==> src/rtl/simple_unpacker.sv <==
// Width-down unpacker: pops one WIDTH_IN word from an upstream access-enable buffer
// and serves it as WIDTH_IN/WIDTH_OUT slices, LSB slice first. Optional `last` output
// under macro SIMPLE_UNPACKER_LAST_EN.
module simple_unpacker #(
  parameter int WIDTH_IN  = 32,
  parameter int WIDTH_OUT = 8
) (
  input  logic                 clock,
  input  logic                 reset,
  output logic                 upstream_read_enable,
  input  logic [WIDTH_IN-1:0]  upstream_read_data,
  input  logic                 upstream_empty,
  input  logic                 read_enable,
  output logic [WIDTH_OUT-1:0] read_data,
`ifdef SIMPLE_UNPACKER_LAST_EN
  output logic                 last,
`endif
  output logic                 empty
);

  localparam int RATIO = WIDTH_IN / WIDTH_OUT;
  localparam int IDX_W = (RATIO > 1) ? $clog2(RATIO) : 1;
  localparam logic [IDX_W-1:0] IDX_LAST = IDX_W'(RATIO - 1);

  logic [WIDTH_IN-1:0] word_p0;
  logic                vld_p0;
  logic [IDX_W-1:0]    idx_p0;
  logic                at_last;

  assign at_last = (idx_p0 == IDX_LAST);

  // Refill whenever empty, or in the same cycle the final slice leaves, so streams run gap-free.
  assign upstream_read_enable = ~reset & ~upstream_empty & (~vld_p0 | (read_enable & at_last));

  // stage p0: word register, valid flag and slice index
  always_ff @(posedge clock) begin
    if (reset) begin
      word_p0 <= '0;
      vld_p0  <= 1'b0;
      idx_p0  <= '0;
    end else if (upstream_read_enable) begin
      word_p0 <= upstream_read_data;
      vld_p0  <= 1'b1;
      idx_p0  <= '0;
    end else if (read_enable & vld_p0) begin
      if (at_last) begin
        vld_p0 <= 1'b0;
        idx_p0 <= '0;
      end else begin
        idx_p0 <= idx_p0 + 1'b1;
      end
    end
  end

  assign empty     = ~vld_p0;
  assign read_data = word_p0[int'(idx_p0)*WIDTH_OUT +: WIDTH_OUT];

`ifdef SIMPLE_UNPACKER_LAST_EN
  assign last = vld_p0 & at_last;
`endif

endmodule

==> config.mk <==
export PLATFORM = sky130hd
export DESIGN_NAME = simple_unpacker
export DESIGN_NICKNAME = d
export VERILOG_FILES = /design/src/rtl/simple_unpacker.sv
export SDC_FILE = /design/constraint.sdc
export NUM_CORES = 1
export LEC_CHECK = 0
export ABC_AREA = 1
export CAP_MARGIN = 20
export CORE_AREA = 3 3 68 70
export CTS_CLUSTER_SIZE = 12
export DETAILED_ROUTE_END_ITERATION = 16
export DIE_AREA = 0 0 71 73
export GPL_TIMING_DRIVEN = 0
export PLACE_DENSITY = 0.68
export SYNTH_ARGS = -nofsm -noshare
export SYNTH_HDL_FRONTEND = slang
export SYNTH_SLANG_ARGS = --single-unit
==> constraint.sdc <==
create_clock -name clock -period 1 [get_ports clock]
set_input_delay 0.2 -clock clock [delete_from_list [all_inputs] [get_ports clock]]
set_output_delay 0.2 -clock clock [all_outputs]
set_load 0.1 [all_outputs]
## Word-level counts from Yosys, hierarchy flattened

Cells that the tools add are included.

| operators by class | value |
|---|---|
| $add $sub $neg | 1 |
| multiply operators | 0 |
| div/mod/pow operators | 0 |
| magnitude comparators | 0 |
| equality and inequality tests | 1 |
| shifts and indexed selects | 1 |
| multiplexer cells | 4 |
| bitwise logic cells | 8 |
| reductions and logical operators | 4 |

Operator list:

| operator | number |
|---|---|
| variable part select 32 x 6 -> 8 bit | 1 |
| bitwise AND 1 bit | 4 |
| nonzero test 2 bit | 2 |
| two-way mux 1 bit | 3 |
| NOT 1 bit | 3 |
| adder 2 x 1 -> 2 bit, second input constant | 1 |
| equality test 2 bit, second input constant | 1 |
| two-way mux 2 bit | 1 |
| AND reduction 2 bit | 1 |
| OR reduction 2 bit | 1 |
| bitwise OR 1 bit | 1 |

| storage, ports and cells | value |
|---|---|
| bits in registers | 35 |
| latch bits | 0 |
| bits in writable memories | 0 |
| bits in read-only memories | 0 |
| input port bits | 36 |
| memories kept | 0 |

## Depth between registers and ports, before layout

Gate-level depths: netlist of the first run.

| logic depth | value |
|---|---|
| word-level depth | 6 |
| mapped depth | 7 |
| mapped depth without buffers | 6 |

## Least setup slack after synthesis of the first run

No wires, ideal clock.

| path | value |
|---|---|
| kind | flip-flop to output port |
| start point | register idx_p0[0] |
| end point | output port upstream_read_enable |
| arrival | 1468 ps |
| required time | 800 ps |
| slack | -668 ps |
| cell stages (with the launch flop) | 7 |
| path buffers | 1 |
| path through | dfxtp_1 -> ha_1 -> nand2_2 -> nand2_4 -> nand2_8 -> buf_8 -> inv_1 |

| on the way | value |
|---|---|
| cells in the longest elaborated chain, start to end | 4 |

RTL lines:

| item | RTL line | text |
|---|---|---|
| start: declaration | 27 | `logic [IDX_W-1:0] idx_p0;` |
| start signal: assignment | 50 | `idx_p0 <= idx_p0 + 1'b1;` |
| equality test 2 bit | 30 | `assign at_last = (idx_p0 == IDX_LAST);` |
| bitwise AND 1 bit | 33 | `assign upstream_read_enable = ~reset & ~upstream_empty & (~vld_p0 \| (read_enable & at_last));` |
| bitwise OR 1 bit | 33 |  |
| bitwise AND 1 bit | 33 |  |
| end: declaration | 10 | `output logic upstream_read_enable,` |

No other way between the ends.

## Worst setup path in the final report of the first run

| path | value |
|---|---|
| start point | register idx_p0[0] |
| end point | output port read_data[6] |

| on the way | value |
|---|---|
| cells in the longest elaborated chain, start to end | 1 |

RTL lines:

| item | RTL line | text |
|---|---|---|
| variable part select 32 x 6 -> 8 bit | 56 | `assign read_data = word_p0[int'(idx_p0)*WIDTH_OUT +: WIDTH_OUT];` |
| end: declaration | 14 | `output logic [WIDTH_OUT-1:0] read_data,` |

No other way between the ends.

==> results of run 1 <==
worst max-delay path: stages (launching register included):
cell and delay, ns:
dfxtp_4 0.39, inv_8 0.05, buf_8 0.13, o211ai_1 0.29, nand2_4 0.09, buf_12 0.18
placed cells by master (no fill, tap or decap), drive strengths merged:
cell type	synthesis	layout
buf	14	34
clkinv	1	1
clkdlybuf4s50	0	33
dfxtp	35	35
ha	1	1
clkbuf	2	12
nand3	65	65
inv	22	21
o211ai	16	16
a21oi	2	2
nand2	64	64
clkinvlp	0	3
dlymetal6s2s	0	2
nor2	5	5
kinds of logic (layout without fill, tap and decap cells):
kind of cell | Yosys count | in the layout | share of synthesized area
adders and majority gates | 1 | 1 | 0.00731
buffers and inverters | 39 | 106 | 0.119
and+or+nand+nor | 134 | 134 | 0.388
DFF | 35 | 35 | 0.410
AOI/OAI and AO/OA | 18 | 18 | 0.0761
timing repair:
| action | 4_1_cts | 5_1_grt |
|---|---|---|
| gates cloned | 4 | 1 |
| buffers inserted | 9 | 3 |
| setup endpoints to repair | 44 | 45 |
| pin swaps | 6 | 9 |
| resized for setup | 130 | 24 |
metrics by stage:
step	setup TNS [ns]	hold slack [ns]	power, W	utilization
2_1_floorplan	-4.39	0.259	0.00225	-
3_3_place_gp	-27.21	0.444	0.00256	0.591
3_5_place_dp	-27.37	0.451	0.00257	0.591
4_1_cts	-17.58	0.458	0.00383	0.712
5_1_grt	-18.49	0.204	0.00400	0.734
6_report	-15.88	0.180	0.00385	0.734
registers in the layout (all words and copies together) (netlist names):
register  flops
word_p0      32
idx_p0        2
vld_p0        1
metal layers:
layer  part of all wire  wire length, µm  vias to the layer above
li1                   -                -                      879
met1               0.42             2150                      801
met2               0.51             2660                       62
met3              0.057              295                        7
met4              0.013               66                        0
met5                  0                0                        -
where the power goes:
part	internal, W	switching, W
registers	0.00149	0.0000721
logic	0.000575	0.000705
clock network	0.000487	0.000524
final cells by class:
cell class                 instances  area (µm²)  share of cell area
multi-input combinational        153        1020               0.345
timing repair buffer              59         773               0.262
sequential                        35         709               0.240
buffer                            16         203              0.0686
inverter                          23         104              0.0351
clock buffer                       6        72.6              0.0245
tap                               50        62.6              0.0212
clock inverter                     2        12.5             0.00423
worst paths after layout:
check / from / end
setup / recovery: idx_p0[0] / read_data[6]
hold / removal: upstream_empty / vld_p0
setup reg to reg: idx_p0[0] / word_p0[19]
hold reg to reg: word_p0[1] / word_p0[1]
==> flow_summary.json, run 1 <==
{
  "placed_area_mm2": 0.00238,
  "setup_ws_ns": -0.624,
  "num_io_pins": 46,
  "syn-num-nets": 264,
  "worstMarginPinSlew_ns": 0.328,
  "yosys-top-cells-area": "dfxtp_1 (41%), nand3_1 (16%), nand2_1 (13%)",
  "grt_pass1_wl_um": 8470,
  "cts_buffer_depth": 2,
  "synthArstFlopShare": 0,
  "dpl.hpwl_um": 3180,
  "cp_max_fo": 10,
  "start_kind": "flop",
  "cts_made_buffers": 5,
  "crit_type": "flop to output pin",
  "min_path_type": "primary input to flop",
  "synthFlopType": "dfxtp_1",
  "place.gp.congestion": 0.739,
  "min_period_over_period": 1.62,
  "rsz0062_at_grt": "yes",
  "io_buffers": 45,
  "initial_core_util": 0.425,
  "ir_drop_uv": 735,
  "rows": 23,
  "final_cells": 344,
  "synthTopCellsByCount": "nand2_1 (61), nand3_1 (56), dfxtp_1 (35)",
  "grt_pass1_vias": 1741,
  "holdPathStages": 2,
  "wl_um": 5170,
  "fp.dieW_um": 71,
  "drtIter0Drc": 87,
  "drc": 0,
  "dp.cells": 322,
  "via_per_inst": 5.08,
  "syn_inst": 227,
  "design_area_mm2": 0.00296,
  "max_freq_mhz": 616,
  "firstDrtPassIters": 5,
  "synth.most_common_cell": "nand2_1",
  "busiest_layer": "met2",
  "cts_tree": "done",
  "cp.required_ns": 0.80,
  "rr_worst_depth": 9,
  "hold_viol_final": 0,
  "min_period_ns": 1.62,
  "use_met2": 0.374,
  "post-place-ws_ns": -1.57,
  "synth_area_leader_cell": "dfxtp_1",
  "synth.avg_cell_area_um2": 7.53,
  "fillers": 298,
  "synth_edf_count": 0,
  "drtAntennaViolNets": 0,
  "die_h_um": 73,
  "seq_area_frac_synth": 0.410,
  "via_count": 1749,
  "ys_types": 19,
  "critPathArrivalTime_ns": 1.42,
  "slew_headroom": 0.780,
  "setup_viol_count_final": 45,
  "grt_max_degree": 12,
  "p_leak_nw": 1.34,
  "met3_usage": 0.0551,
  "maxCapViolCount": 0,
  "drv_slew": 0,
  "gr-usage-all-layers": 0.213,
  "antenna_found_initial": 0,
  "insertion_delay_ns": 0.29,
  "fin_worst_skew_ns": 0.00853,
  "grt_remaining_overflow": 0,
  "area_growth_pct": 72.9,
  "met1_usage": 0.254,
  "synth_top_area_frac": 0.410,
  "cts_hold_buf": 0,
  "powerDensity_mw_per_mm2": 1300,
  "rrSetupSlack_ns": -0.36,
  "synth_warnings": 0,
  "clkSinkCount": 35,
  "netlist_area_mm2": 0.00171,
  "nets": 330,
  "failed_checks": "setup timing",
  "path_clk_slew_ns": 0.07,
  "wl_per_cell_um": 15.0,
  "antenna_cells": 0,
  "ys_ff_latch": 35,
  "status": "finished, violations left",
  "drive_gt1_frac": 0.357,
  "critPathCaptureType": "output pin",
  "cts_root_buf": "clkbuf_8",
  "die_area_mm2": 0.00518,
  "h-tree-depth": 2,
  "design.core.area_mm2": 0.00403
}
No activity file was read; power rests on OpenSTA's default activity.
==> run 2: changes to the inputs <==
Settings changed: CTS_CLUSTER_SIZE 12 to 25, GPL_ROUTABILITY_DRIVEN set to 0, HOLD_SLACK_MARGIN set to 0.12.
==> results of run 2 <==
The final DEF is identical to that of run 1; final timing and power are the same.
==> run 3: changes to the inputs <==
Settings changed: CORE_AREA 3 3 68 70 to 3 3 87 89, DIE_AREA 0 0 71 73 to 0 0 90 92, GPL_TIMING_DRIVEN 0 to 1, PLACE_DENSITY 0.68 to 0.44.
==> run 3 against run 2 <==
  * Core utilization is 28 points lower
  * Die area is 60% higher
  * The flow still finishes with violations (setup timing)
  * Clock-buffer cell count stayed put
  * Critical endpoint is now read_data[3]
  * Register-to-register slack worse by 0.14 ns
==> flow_summary.json, run 3 (same netlist as run 1, synthesis figures left out) <==
{
  "cts_buffer_depth": 2,
  "rr_worst_depth": 11,
  "dpl.hpwl_um": 3440,
  "final_cells": 403,
  "status": "finished, violations left",
  "drtIter0Drc": 71,
  "failed_checks": "setup timing",
  "die_h_um": 92,
  "min_path_type": "flop to flop",
  "reg_top3": "word_p0 (32), idx_p0 (2), vld_p0 (1)",
  "insertion_delay_ns": 0.29,
  "drive_gt1_frac": 0.378,
  "area_growth_pct": 82.8,
  "holdPathStages": 2,
  "dp.cells": 387,
  "slew_headroom": 0.738,
  "placed_area_mm2": 0.00272,
  "max_freq_mhz": 587,
  "design.core.area_mm2": 0.00683,
  "critPathArrivalTime_ns": 1.50,
  "slowest_delay_ns": 0.37,
  "crit_top_cell": "buf_12",
  "path_clk_slew_ns": 0.07,
  "final_common_cell": "nand2_1",
  "num_io_pins": 46,
  "largest_reg_flops": 32,
  "wl_um": 5260,
  "p_leak_nw": 1.41,
  "gr-usage-all-layers": 0.130,
  "drv_slew": 0,
  "cts_hold_buf": 0,
  "die_area_mm2": 0.00828,
  "fin_worst_skew_ns": 0.00835,
  "cp.required_ns": 0.80,
  "grt_remaining_overflow": 0,
  "drc": 0,
  "fp.dieW_um": 90,
  "fin_hold_ws_ns": 0.459,
  "setup_viol_count_final": 45,
  "cts_tree": "done",
  "wl_per_cell_um": 13.1,
  "start_kind": "flop",
  "via_per_inst": 4.27,
  "hold_viol_final": 0,
  "grt_max_degree": 34,
  "antenna_cells": 0,
  "min_period_over_period": 1.70,
  "setup_ws_ns": -0.703,
  "fillers": 692,
  "ir_drop_uv": 521,
  "grt_pass1_vias": 1747,
  "drtAntennaViolNets": 0,
  "cts_root_buf": "clkbuf_8",
  "cp_max_fo": 9,
  "maxCapViolCount": 0,
  "crit_type": "flop to output pin",
  "initial_core_util": 0.250,
  "antenna_found_initial": 0,
  "critPathCaptureType": "output pin",
  "cts_made_buffers": 5,
  "rsz0062_at_grt": "yes",
  "powerDensity_mw_per_mm2": 1350,
  "min_period_ns": 1.70,
  "clkSinkCount": 35,
  "rows": 30,
  "firstDrtPassIters": 4,
  "path_cells": "clkinv_4 > buf_12 > o211ai_1 > nand2_4 > buf_12",
  "nets": 343,
  "critPathSlowestCell": "dfxtp_4",
  "h-tree-depth": 2,
  "mostFrequentLayoutCells": "nand2_1 (52), clkdlybuf4s50_1 (35), nand3_1 (33)",
  "grt_pass1_wl_um": 8690,
  "via_count": 1721,
  "fin_tns_setup_ns": -20.97,
  "io_buffers": 45,
  "max_flop_register": "word_p0",
  "post-place-ws_ns": -0.419,
  "worstMarginPinSlew_ns": 0.391,
  "design_area_mm2": 0.00313
}
## run 3: changes by cell type in the layout (fill, tap and decap cells not counted), moves of 2 or more
cell / change
buf_6: -4
clkdlybuf4s50_1: +2
buf_12: +5
dlymetal6s2s_1: -2
clkbuf_4: -3
buf_8: -4
buf_4: +21
## run 3: cell type report
cell class	instances	area [µm²]	area share
clock buffers	6	82.6	0.0264
clock inverters	2	35.0	0.0112
inverters	23	103	0.0328
multi-input cells	153	1010	0.324
flip-flops and latches	35	712	0.228
well taps	96	120	0.0384
repair buffers	88	1060	0.340
## run 3: worst paths after layout
| check | start | endpoint | slack (ns) |
|---|---|---|---|
| worst max-delay path | idx_p0[0] | read_data[3] | -0.70 |
| worst min-delay path | word_p0[31] | word_p0[31] | 0.46 |
| worst max register to register | idx_p0[0] | word_p0[4] | -0.50 |
| worst min register to register | word_p0[31] | word_p0[31] | 0.46 |
## run 3: layer usage
metal | part of all wire | vias up | wire [µm] | track usage
met5 | 0 | - | 0 | 0
met4 | 0.0076 | 0 | 40 | 0.0268
met3 | 0.040 | 5 | 212 | 0.0295
met2 | 0.47 | 31 | 2470 | 0.217
met1 | 0.48 | 779 | 2540 | 0.173
li1 | - | 906 | - | -
## run 3: through the flow
step / total power [W] / util
3_5_place_dp: 0.00278 / 0.398
3_3_place_gp: 0.00278 / 0.398
5_1_grt: 0.00438 / 0.458
2_1_floorplan: 0.00225 / -
4_1_cts: 0.00424 / 0.442
6_report: 0.00422 / 0.458
## run 3: repair_timing
item	CTS	global route
pin swaps	8	10
gates cloned	3	1
buffers inserted	3	2
gates resized for setup	15	24
setup endpoints to repair	45	45
## run 3: report_power, final
group	internal, W	switching, W
sequential	0.00148	0.0000567
combinational	0.000615	0.000719
clock	0.000807	0.000537
## run 3: critical path: cells and delay by family (launching register included)
kind,cells,cell delay (ns)
DFF,1,0.37
AOI/OAI and AO/OA,1,0.34
buffers and inverters,3,0.41
and+or+nand+nor,1,0.10
